**config.mk**
```make
export PLATFORM = sky130hd
export DESIGN_NAME = fifo_uart_tx
export DESIGN_NICKNAME = d
export VERILOG_FILES = /design/src/rtl/fifo_uart_tx.sv
export SDC_FILE = /design/constraint.sdc
export NUM_CORES = 1
export LEC_CHECK = 0
export ABC_CLOCK_PERIOD_IN_PS = 1900
export CAP_MARGIN = 10
export CORE_UTILIZATION = 52
export CTS_BUF_LIST = sky130_fd_sc_hd__clkbuf_4 sky130_fd_sc_hd__clkbuf_8 sky130_fd_sc_hd__clkbuf_16
export DETAILED_ROUTE_END_ITERATION = 12
export GPL_TIMING_DRIVEN = 0
export PLACE_DENSITY = 0.78
export SLEW_MARGIN = 25
export SYNTH_ARGS = -nofsm -noshare
export SYNTH_HDL_FRONTEND = slang
export SYNTH_SLANG_ARGS = --single-unit
```
**constraint.sdc**
```tcl
create_clock -name clk -period 1.9 [get_ports clk]
set_input_delay 0.19 -clock clk [delete_from_list [all_inputs] [get_ports clk]]
set_output_delay 0.19 -clock clk [all_outputs]
set_load 0.01 [all_outputs]
```
**src/rtl/fifo_uart_tx.sv**
```systemverilog
// Purpose: pops bytes from an 8x8 FIFO and sends each one as an 8N1 serial frame on tx.
// Latency: first start bit 2 cycles after the read strobe; frame is 10*CLKS_PER_BIT cycles long.
// Backpressure: one read outstanding at most; an empty FIFO (error=1) causes POLL_GAP idle cycles.
module fifo_uart_tx #(
  parameter int CLKS_PER_BIT = 4,
  parameter int POLL_GAP     = 2
) (
  input  logic       clk,
  input  logic       rst_n,
  input  logic       en,
  input  logic [7:0] fifo_dout,
  input  logic       fifo_error,
  output logic       fifo_ren,
  output logic       tx,
  output logic       busy,
  output logic [7:0] sent_cnt
);

  localparam int MAXC = (CLKS_PER_BIT > POLL_GAP) ? CLKS_PER_BIT : POLL_GAP;
  localparam int CW   = (MAXC > 1) ? $clog2(MAXC) : 1;

  localparam logic [2:0] S_IDLE    = 3'd0;
  localparam logic [2:0] S_REQ     = 3'd1;
  localparam logic [2:0] S_CHECK   = 3'd2;
  localparam logic [2:0] S_BACKOFF = 3'd3;
  localparam logic [2:0] S_START   = 3'd4;
  localparam logic [2:0] S_DATA    = 3'd5;
  localparam logic [2:0] S_STOP    = 3'd6;

  localparam logic [CW-1:0] BIT_LAST = CW'(CLKS_PER_BIT - 1);
  localparam logic [CW-1:0] GAP_LAST = CW'(POLL_GAP - 1);

  logic [2:0]    state_q, state_d;
  logic [CW-1:0] cyc_q, cyc_d;
  logic [2:0]    bit_q, bit_d;
  logic [7:0]    shift_q, shift_d;
  logic [7:0]    sent_cnt_q, sent_cnt_d;
  logic          tx_q, tx_d;
  logic          busy_q, busy_d;
  logic          ren_q, ren_d;

  // Next-state logic; outputs are derived from the next state so they register in step with it.
  always_comb begin
    state_d    = state_q;
    cyc_d      = cyc_q;
    bit_d      = bit_q;
    shift_d    = shift_q;
    sent_cnt_d = sent_cnt_q;
    case (state_q)
      S_IDLE: begin
        if (en) state_d = S_REQ;
      end
      S_REQ: begin
        state_d = S_CHECK;
      end
      S_CHECK: begin
        cyc_d = '0;
        if (fifo_error) begin
          state_d = S_BACKOFF;
        end else begin
          shift_d = fifo_dout;
          state_d = S_START;
        end
      end
      S_BACKOFF: begin
        if (cyc_q == GAP_LAST) begin
          cyc_d   = '0;
          state_d = en ? S_REQ : S_IDLE;
        end else begin
          cyc_d = cyc_q + CW'(1);
        end
      end
      S_START: begin
        if (cyc_q == BIT_LAST) begin
          cyc_d   = '0;
          bit_d   = '0;
          state_d = S_DATA;
        end else begin
          cyc_d = cyc_q + CW'(1);
        end
      end
      S_DATA: begin
        if (cyc_q == BIT_LAST) begin
          cyc_d   = '0;
          shift_d = {1'b0, shift_q[7:1]};
          if (bit_q == 3'd7) begin
            state_d = S_STOP;
          end else begin
            bit_d = bit_q + 3'd1;
          end
        end else begin
          cyc_d = cyc_q + CW'(1);
        end
      end
      S_STOP: begin
        if (cyc_q == BIT_LAST) begin
          cyc_d      = '0;
          sent_cnt_d = sent_cnt_q + 8'd1;
          state_d    = en ? S_REQ : S_IDLE;
        end else begin
          cyc_d = cyc_q + CW'(1);
        end
      end
      default: begin
        state_d = S_IDLE;
        cyc_d   = '0;
      end
    endcase

    ren_d  = (state_d == S_REQ);
    busy_d = (state_d == S_START) || (state_d == S_DATA) || (state_d == S_STOP);
    if (state_d == S_START)     tx_d = 1'b0;
    else if (state_d == S_DATA) tx_d = shift_d[0];
    else                        tx_d = 1'b1;
  end

  // State and output registers; reset abandons any frame in flight and returns the line high.
  always_ff @(posedge clk) begin
    if (!rst_n) begin
      state_q    <= S_IDLE;
      cyc_q      <= '0;
      bit_q      <= '0;
      shift_q    <= '0;
      sent_cnt_q <= '0;
      tx_q       <= 1'b1;
      busy_q     <= 1'b0;
      ren_q      <= 1'b0;
    end else begin
      state_q    <= state_d;
      cyc_q      <= cyc_d;
      bit_q      <= bit_d;
      shift_q    <= shift_d;
      sent_cnt_q <= sent_cnt_d;
      tx_q       <= tx_d;
      busy_q     <= busy_d;
      ren_q      <= ren_d;
    end
  end

  assign fifo_ren = ren_q;
  assign tx       = tx_q;
  assign busy     = busy_q;
  assign sent_cnt = sent_cnt_q;

endmodule
```
==> results of run 1 <==
-- registers in the layout, summed over array words and instances (netlist names) --
| name | flops |
|---|---|
| state_q | 3 |
| busy | 1 |
| bit_q | 3 |
| shift_q | 8 |
| tx | 1 |
| fifo_ren | 1 |
| cyc_q | 2 |
| sent_cnt | 8 |
-- layout make-up --
class,instances,area [um^2]
well taps,30,37.5
repair buffers,22,220
clock buffers,3,22.5
clock inverters,1,5.00
plain buffers,10,60.1
multi-input cells,109,776
fillers,220,808
flip-flops and latches,27,541
inverters,2,7.51
-- cell usage in the layout, fill, tap and decap left out, drive strengths merged, types with 2 or more instances in the layout --
cell type / netlist / final
a21boi: 7 / 7
a21oi: 5 / 5
a22oi: 7 / 7
and2: 9 / 9
and3: 3 / 3
and4b: 3 / 3
buf: 8 / 8
clkbuf: 2 / 5
clkdlybuf4s50: 0 / 22
dfxtp: 27 / 27
ha: 6 / 6
inv: 2 / 2
mux2i: 4 / 4
nand2: 16 / 16
nand2b: 2 / 2
nand3: 5 / 5
nand4: 2 / 2
nor2: 5 / 5
nor2b: 8 / 8
nor3: 3 / 3
o21ai: 3 / 3
xnor2: 6 / 6
-- metal layers --
metal / up-vias / share of wire, % / GRT usage [%]
li1: 567 / - / -
met3: 2 / 4.3 / 3.45
met4: 0 / 0.51 / 6.58
met1: 514 / 46 / 26.7
met2: 33 / 49 / 37.9
met5: - / 0 / 0
-- path summary, 6_finish.rpt --
path	to	slack (ns)
worst max-delay path	tx$_SDFF_PN1_	0.17
worst min-delay path	shift_q[5]$_SDFFE_PN0P_	0.47
worst max register to register	tx$_SDFF_PN1_	0.17
worst min register to register	shift_q[5]$_SDFFE_PN0P_	0.47
-- per-stage QoR --
| step | utilization [%] | instances |
|---|---|---|
| finish | 67.4 | 204 |
| global route | 67.4 | 204 |
| CTS | 66.9 | 204 |
| detailed placement | 65.8 | 200 |
| global placement | 65.8 | 200 |
| floorplan | - | 148 |
-- worst register-to-register path, stage by stage, from the launching register on --
cell      delay [ns]
dfxtp_1         0.37
ha_1            0.20
buf_2           0.17
and4b_1         0.19
buf_2           0.18
a22o_4          0.27
a21oi_2         0.13
o211ai_1        0.11
-- power by group through the flow --
stage	sequential [mW]	combinational, mW	clock, mW
after detailed placement	0.616	0.168	0
after global routing	0.607	0.191	0.284
after global placement	0.614	0.161	0
after floorplan	0.615	0.104	0
after CTS	0.604	0.168	0.266
final	0.604	0.172	0.260
-- cells by family after synthesis --
group	count (synthesis)	share of synthesized area [%]
fa+ha+maj	6	5.47
simple gates	64	27.7
xor+xnor	7	4.47
mux	4	2.92
flops	27	39.4
compound gates	28	15.1
buf+inv	12	4.92
==> run_results.csv, run 1 <==
group,metric,value,unit
status,status,"finished clean",
placed_design,dp_slack,-0.00387,ns
die,die_h,53.4,um
worst_setup_path,critPathSlowestCell,"dfxtp_1",
global_route,grt_usage,21.7,%
hold_path,min-delay-start,"shift_q[5]$_SDFFE_PN0P_",
synth,synth_edf_count,0,
worst_setup_path,required,2.12,ns
sta,fmax,579,MHz
pwr,comb_power_share,16.6,%
global_route,grt_pass1_vias,997,
clock_network,post_cts_resized,0,
synth,yosys_warnings,0,
die,die_x,53.4,um
synth,synth_top_area_share,39.4,%
worst_setup_path,critical-path-top-delay-family,"compound AO/OA/AOI/OAI gates",
sta,final-hold-violation-count,0,
clock_network,ctsHoldBuffers,0,
synth,ys_top_cells_by_count,"dfxtp_1 (27), nand2_1 (16), and2_1 (9)",
global_route,antenna_found_initial,0,
sta,rsz0062_at_grt,"false",
route,num_vias,1116,
worst_setup_path,crit_fanout,10,
pwr,internal-power,753,uW
synth,synth_cells,148,
sta,slew_violations,0,
sta,tns,0,ns
global_route,grt_pass1_wl,4.39,mm
flow_run,maxCapViolations,0,
synth,synth_nets,166,
clock_network,numCtsBuffers,3,
sta,slew_headroom,54.4,%
pwr,p_seq_share,58.3,%
clock_network,cts_tree,"built",
sta,setup_ws,0.172,ns
sta,fin_crit_sh,90.9,%
die,core,2480,um^2
sta,hold-worst-slack,0.469,ns
sta,worst_pin_slew,0.681,ns
route,drtPass1Iterations,5,
placed_design,gp_congestion,0.820,
synth,yosysMostFrequentCell,"dfxtp_1",
synth,yosysSeqAreaShare,39.4,%
worst_setup_path,startpoint,"cyc_q[0]$_SDFFE_PN0N_",
synth,ys_seq_elements,27,
pwr,ir_drop,0.000371,V
pwr,switchingPower,282,uW
placed_design,dp.final_hpwl,1.97,mm
clock_network,htreeDepth,1,
route,drt_iter0_drc,25,
pwr,power_density,620,nW/um^2
sta,fin_crit,1.73,ns
placed_design,place_area,1630,um^2
pwr,p_total,1.04,mW
synth,synth.distinct_cells,40,
synth,synth_area,1370,um^2
clock_network,clock_tree.root_cell,"clkbuf_4",
worst_setup_path,worst_ep_arrival_time,1.95,ns
pwr,p_leak,0.665,nW
route,wl,2.72,mm
worst_setup_path,cp_cell_sequence,"ha_1 > buf_2 > and4b_1 > buf_2 > a22o_4 > a21oi_2 > o211ai_1",
final_layout,layout-drive-gt1-share,9.77,%
worst_setup_path,r2r_cells,7,
route,via_per_inst,5.47,
synth,syn_area_per_cell,9.27,um^2
pwr,switching_share,27.3,%
synth,synthFlopType,"dfxtp_1",
die,initial_core_util,55.4,%
synth,synth_area_leaders,"dfxtp_1 (39%), ha_1 (5.5%), nand2_1 (4.4%), and2_1 (4.1%), a22oi_1 (3.8%)",
worst_setup_path,slowest_delay,0.37,ns
clock_network,clkTransAtPathRegs,0.16,ns
placed_design,port_buffers,22,
worst_setup_path,critPathBufInv,2,
worst_setup_path,r2r_start,"cyc_q[0]$_SDFFE_PN0N_",
final_layout,stdcell_area,1670,um^2
final_layout,area.growth.synth_to_final,21.6,%
route,wire_per_inst,13.3,um
final_layout,nNetsFinal,193,
hold_path,hold_class,"flip-flop to flip-flop",
clock_network,post_cts_buffers,0,
clock_network,clk_latency,0.33,ns
synth,synth_largest_area_cell,"dfxtp_1",
worst_setup_path,cp-start-kind,"flip-flop",
hold_path,hold_depth,2,
pwr,power_frac_clock,25.1,%
route,drtAntennaViolNets,0,
worst_setup_path,end_kind,"flip-flop",
route,drc,0,
final_layout,n_antenna_cell,0,
die,io_pins,23,
sta,skew,0.00855,ns
sta,setup_viol,0,
clock_network,clkSinkCount,27,
global_route,grt_max_degree,16,
die,rows,18,
worst_setup_path,path_common_cell,"buf_2",
clock_network,clk_path_buf_depth,2,
global_route,gr-total-overflow,0,
worst_setup_path,critPathKind,"flip-flop to flip-flop",
synth,synthArstFlopShare,0,%
worst_setup_path,crit_cells,7,
die,die_area,2850,um^2
(Power assumes the default switching activity.)
==> run 2: changes to the inputs <==
Settings changed: CORE_UTILIZATION 52 to 61, DONT_BUFFER_PORTS set to 1, PLACE_DENSITY 0.78 to 0.77.
==> run 2 against run 1 <==
Net effect: combinational power decreased by 24%; flip-flop and latch count unchanged; largest power group unchanged; cell count shrank 12%; critical path type unchanged; routed wire length down 6.5%; design area is 13% lower.
==> run_results.csv, run 2 (same netlist as run 1, synthesis figures left out) <==
group,metric,value,unit
worst_setup_path,critPathKind,"flip-flop to flip-flop",
clock_network,post_cts_buffers,0,
clock_network,clkTransAtPathRegs,0.16,ns
final_layout,area.growth.synth_to_final,5.38,%
clock_network,clk_path_buf_depth,2,
clock_network,cts_tree,"built",
pwr,power_density,696,nW/um^2
worst_setup_path,cp-start-kind,"flip-flop",
route,wl,2.54,mm
hold_path,hold_class,"input pin to flip-flop",
route,wl_met2,1.21,mm
route,drtPass1Iterations,4,
sta,rsz0062_at_grt,"false",
route,wire_per_inst,14.1,um
worst_setup_path,crit_fanout,10,
sta,fin_crit,1.78,ns
worst_setup_path,worst_ep_arrival_time,2.06,ns
route,drc,0,
worst_setup_path,cp_cell_sequence,"ha_1 > buf_2 > and4b_1 > buf_2 > nor2_2 > a21oi_2 > o211ai_1",
pwr,p_total,1.01,mW
clock_network,htreeDepth,1,
worst_setup_path,slowest_delay,0.38,ns
placed_design,dp.final_hpwl,1.76,mm
sta,tns,0,ns
worst_setup_path,critical-path-top-delay-family,"simple AND/OR/NAND/NOR gates",
global_route,grt_pass1_vias,1018,
clock_network,clk_latency,0.34,ns
flow_run,maxCapViolations,0,
global_route,gr-total-overflow,0,
worst_setup_path,critPathSlowestCell,"dfxtp_1",
clock_network,clkSinkCount,27,
die,io_pins,23,
sta,worst_pin_slew,0.595,ns
sta,skew,0.00346,ns
status,status,"finished clean",
global_route,grt_pass1_wl,4.33,mm
sta,fin_crit_sh,93.9,%
die,rows,16,
sta,slew_violations,0,
route,drtAntennaViolNets,0,
die,die_h,49.4,um
sta,slew_headroom,60.2,%
sta,setup_viol,0,
final_layout,n_antenna_cell,0,
global_route,grt_usage,22.9,%
final_layout,final_common_cell,"dfxtp_1",
die,core,2040,um^2
final_layout,nNetsFinal,172,
die,initial_core_util,67.2,%
sta,final-hold-violation-count,0,
die,die_x,49.4,um
worst_setup_path,r2r_setup_slack,0.12,ns
final_layout,nFillCells,164,
worst_setup_path,required,2.18,ns
clock_network,numCtsBuffers,3,
route,via_per_inst,5.83,
final_layout,layout-drive-gt1-share,10.5,%
route,drt_iter0_drc,28,
route,dr.max_layer_used,"met4",
pwr,p_leak,0.577,nW
route,wl_met3,142,um
worst_setup_path,critPathBufInv,2,
pwr,ir_drop,0.000552,V
worst_setup_path,path_common_cell,"buf_2",
worst_setup_path,end_kind,"flip-flop",
route,m1WireLength,1.15,mm
die,die_area,2440,um^2
route,num_vias,1050,
placed_design,port_buffers,0,
placed_design,gp_congestion,0.745,
global_route,grt_max_degree,17,
global_route,antenna_found_initial,0,
clock_network,clock_tree.root_cell,"clkbuf_4",
final_layout,final_cell_mix,"dfxtp_1 (27), nand2_1 (16), and2_1 (9), nor2b_1 (8), a22oi_1 (7)",
sta,fmax,561,MHz
==> run 2: cell count changes in the layout (fill, tap and decap cells not counted), sizes merged <==
cell	previous run	this run
dlygate4sd3	0	1
clkinvlp	0	1
clkdlybuf4s50	22	0
clkinv	1	0
==> run 2: path summary, 6_finish.rpt <==
check,start,to,cells past startpoint
setup / recovery,cyc_q[0]$_SDFFE_PN0N_,tx$_SDFF_PN1_,7
hold / removal,fifo_dout[4],shift_q[4]$_SDFFE_PN0P_,2
setup reg to reg,cyc_q[0]$_SDFFE_PN0N_,tx$_SDFF_PN1_,7
hold reg to reg,shift_q[3]$_SDFFE_PN0P_,shift_q[3]$_SDFFE_PN0P_,2
==> run 2: final cells by class <==
cell class | instances | area [um^2] | area share, %
Tap cell | 27 | 33.8 | 2.34
Clock buffer | 3 | 22.5 | 1.56
Sequential cell | 27 | 541 | 37.4
Clock inverter | 1 | 7.51 | 0.519
Multi-Input combinational cell | 109 | 764 | 52.9
Inverter | 2 | 7.51 | 0.519
Buffer | 10 | 60.1 | 4.15
Timing Repair Buffer | 1 | 10.0 | 0.692
==> run 2: routing by layer <==
layer | up-vias | global-route usage [%]
li1 | 528 | -
met5 | - | 0
met1 | 487 | 25.8
met3 | 5 | 5.30
met2 | 30 | 41.3
met4 | 0 | 8.57
==> run 2: power by group <==
group	internal [mW]	total, mW	switching (mW)
clock network	0.0810	0.269	0.188
logic	0.0578	0.131	0.0735
registers	0.589	0.607	0.0186
total	0.727	1.01	0.280
==> run 2: metrics by stage <==
stage | setup slack (ns) | hold WS, ns | util, % | std cells | cell area (um^2)
2_1_floorplan | 0.326 | 0.343 | - | 148 | 1370
6_report | 0.117 | 0.0221 | 70.8 | 180 | 1450
3_3_place_gp | 0.144 | 0.344 | 68.9 | 175 | 1410
3_5_place_dp | 0.142 | 0.354 | 68.9 | 175 | 1410
5_1_grt | 0.00734 | 0.0131 | 70.8 | 180 | 1450
4_1_cts | 0.123 | 0.0250 | 70.8 | 180 | 1450
==> run 2: timing repair <==
| item | in CTS | in global routing |
|---|---|---|
| hold buffers | 1 | 0 |
| endpoints found under the hold margin | 5 | 0 |
| gates resized for setup | 0 | 0 |
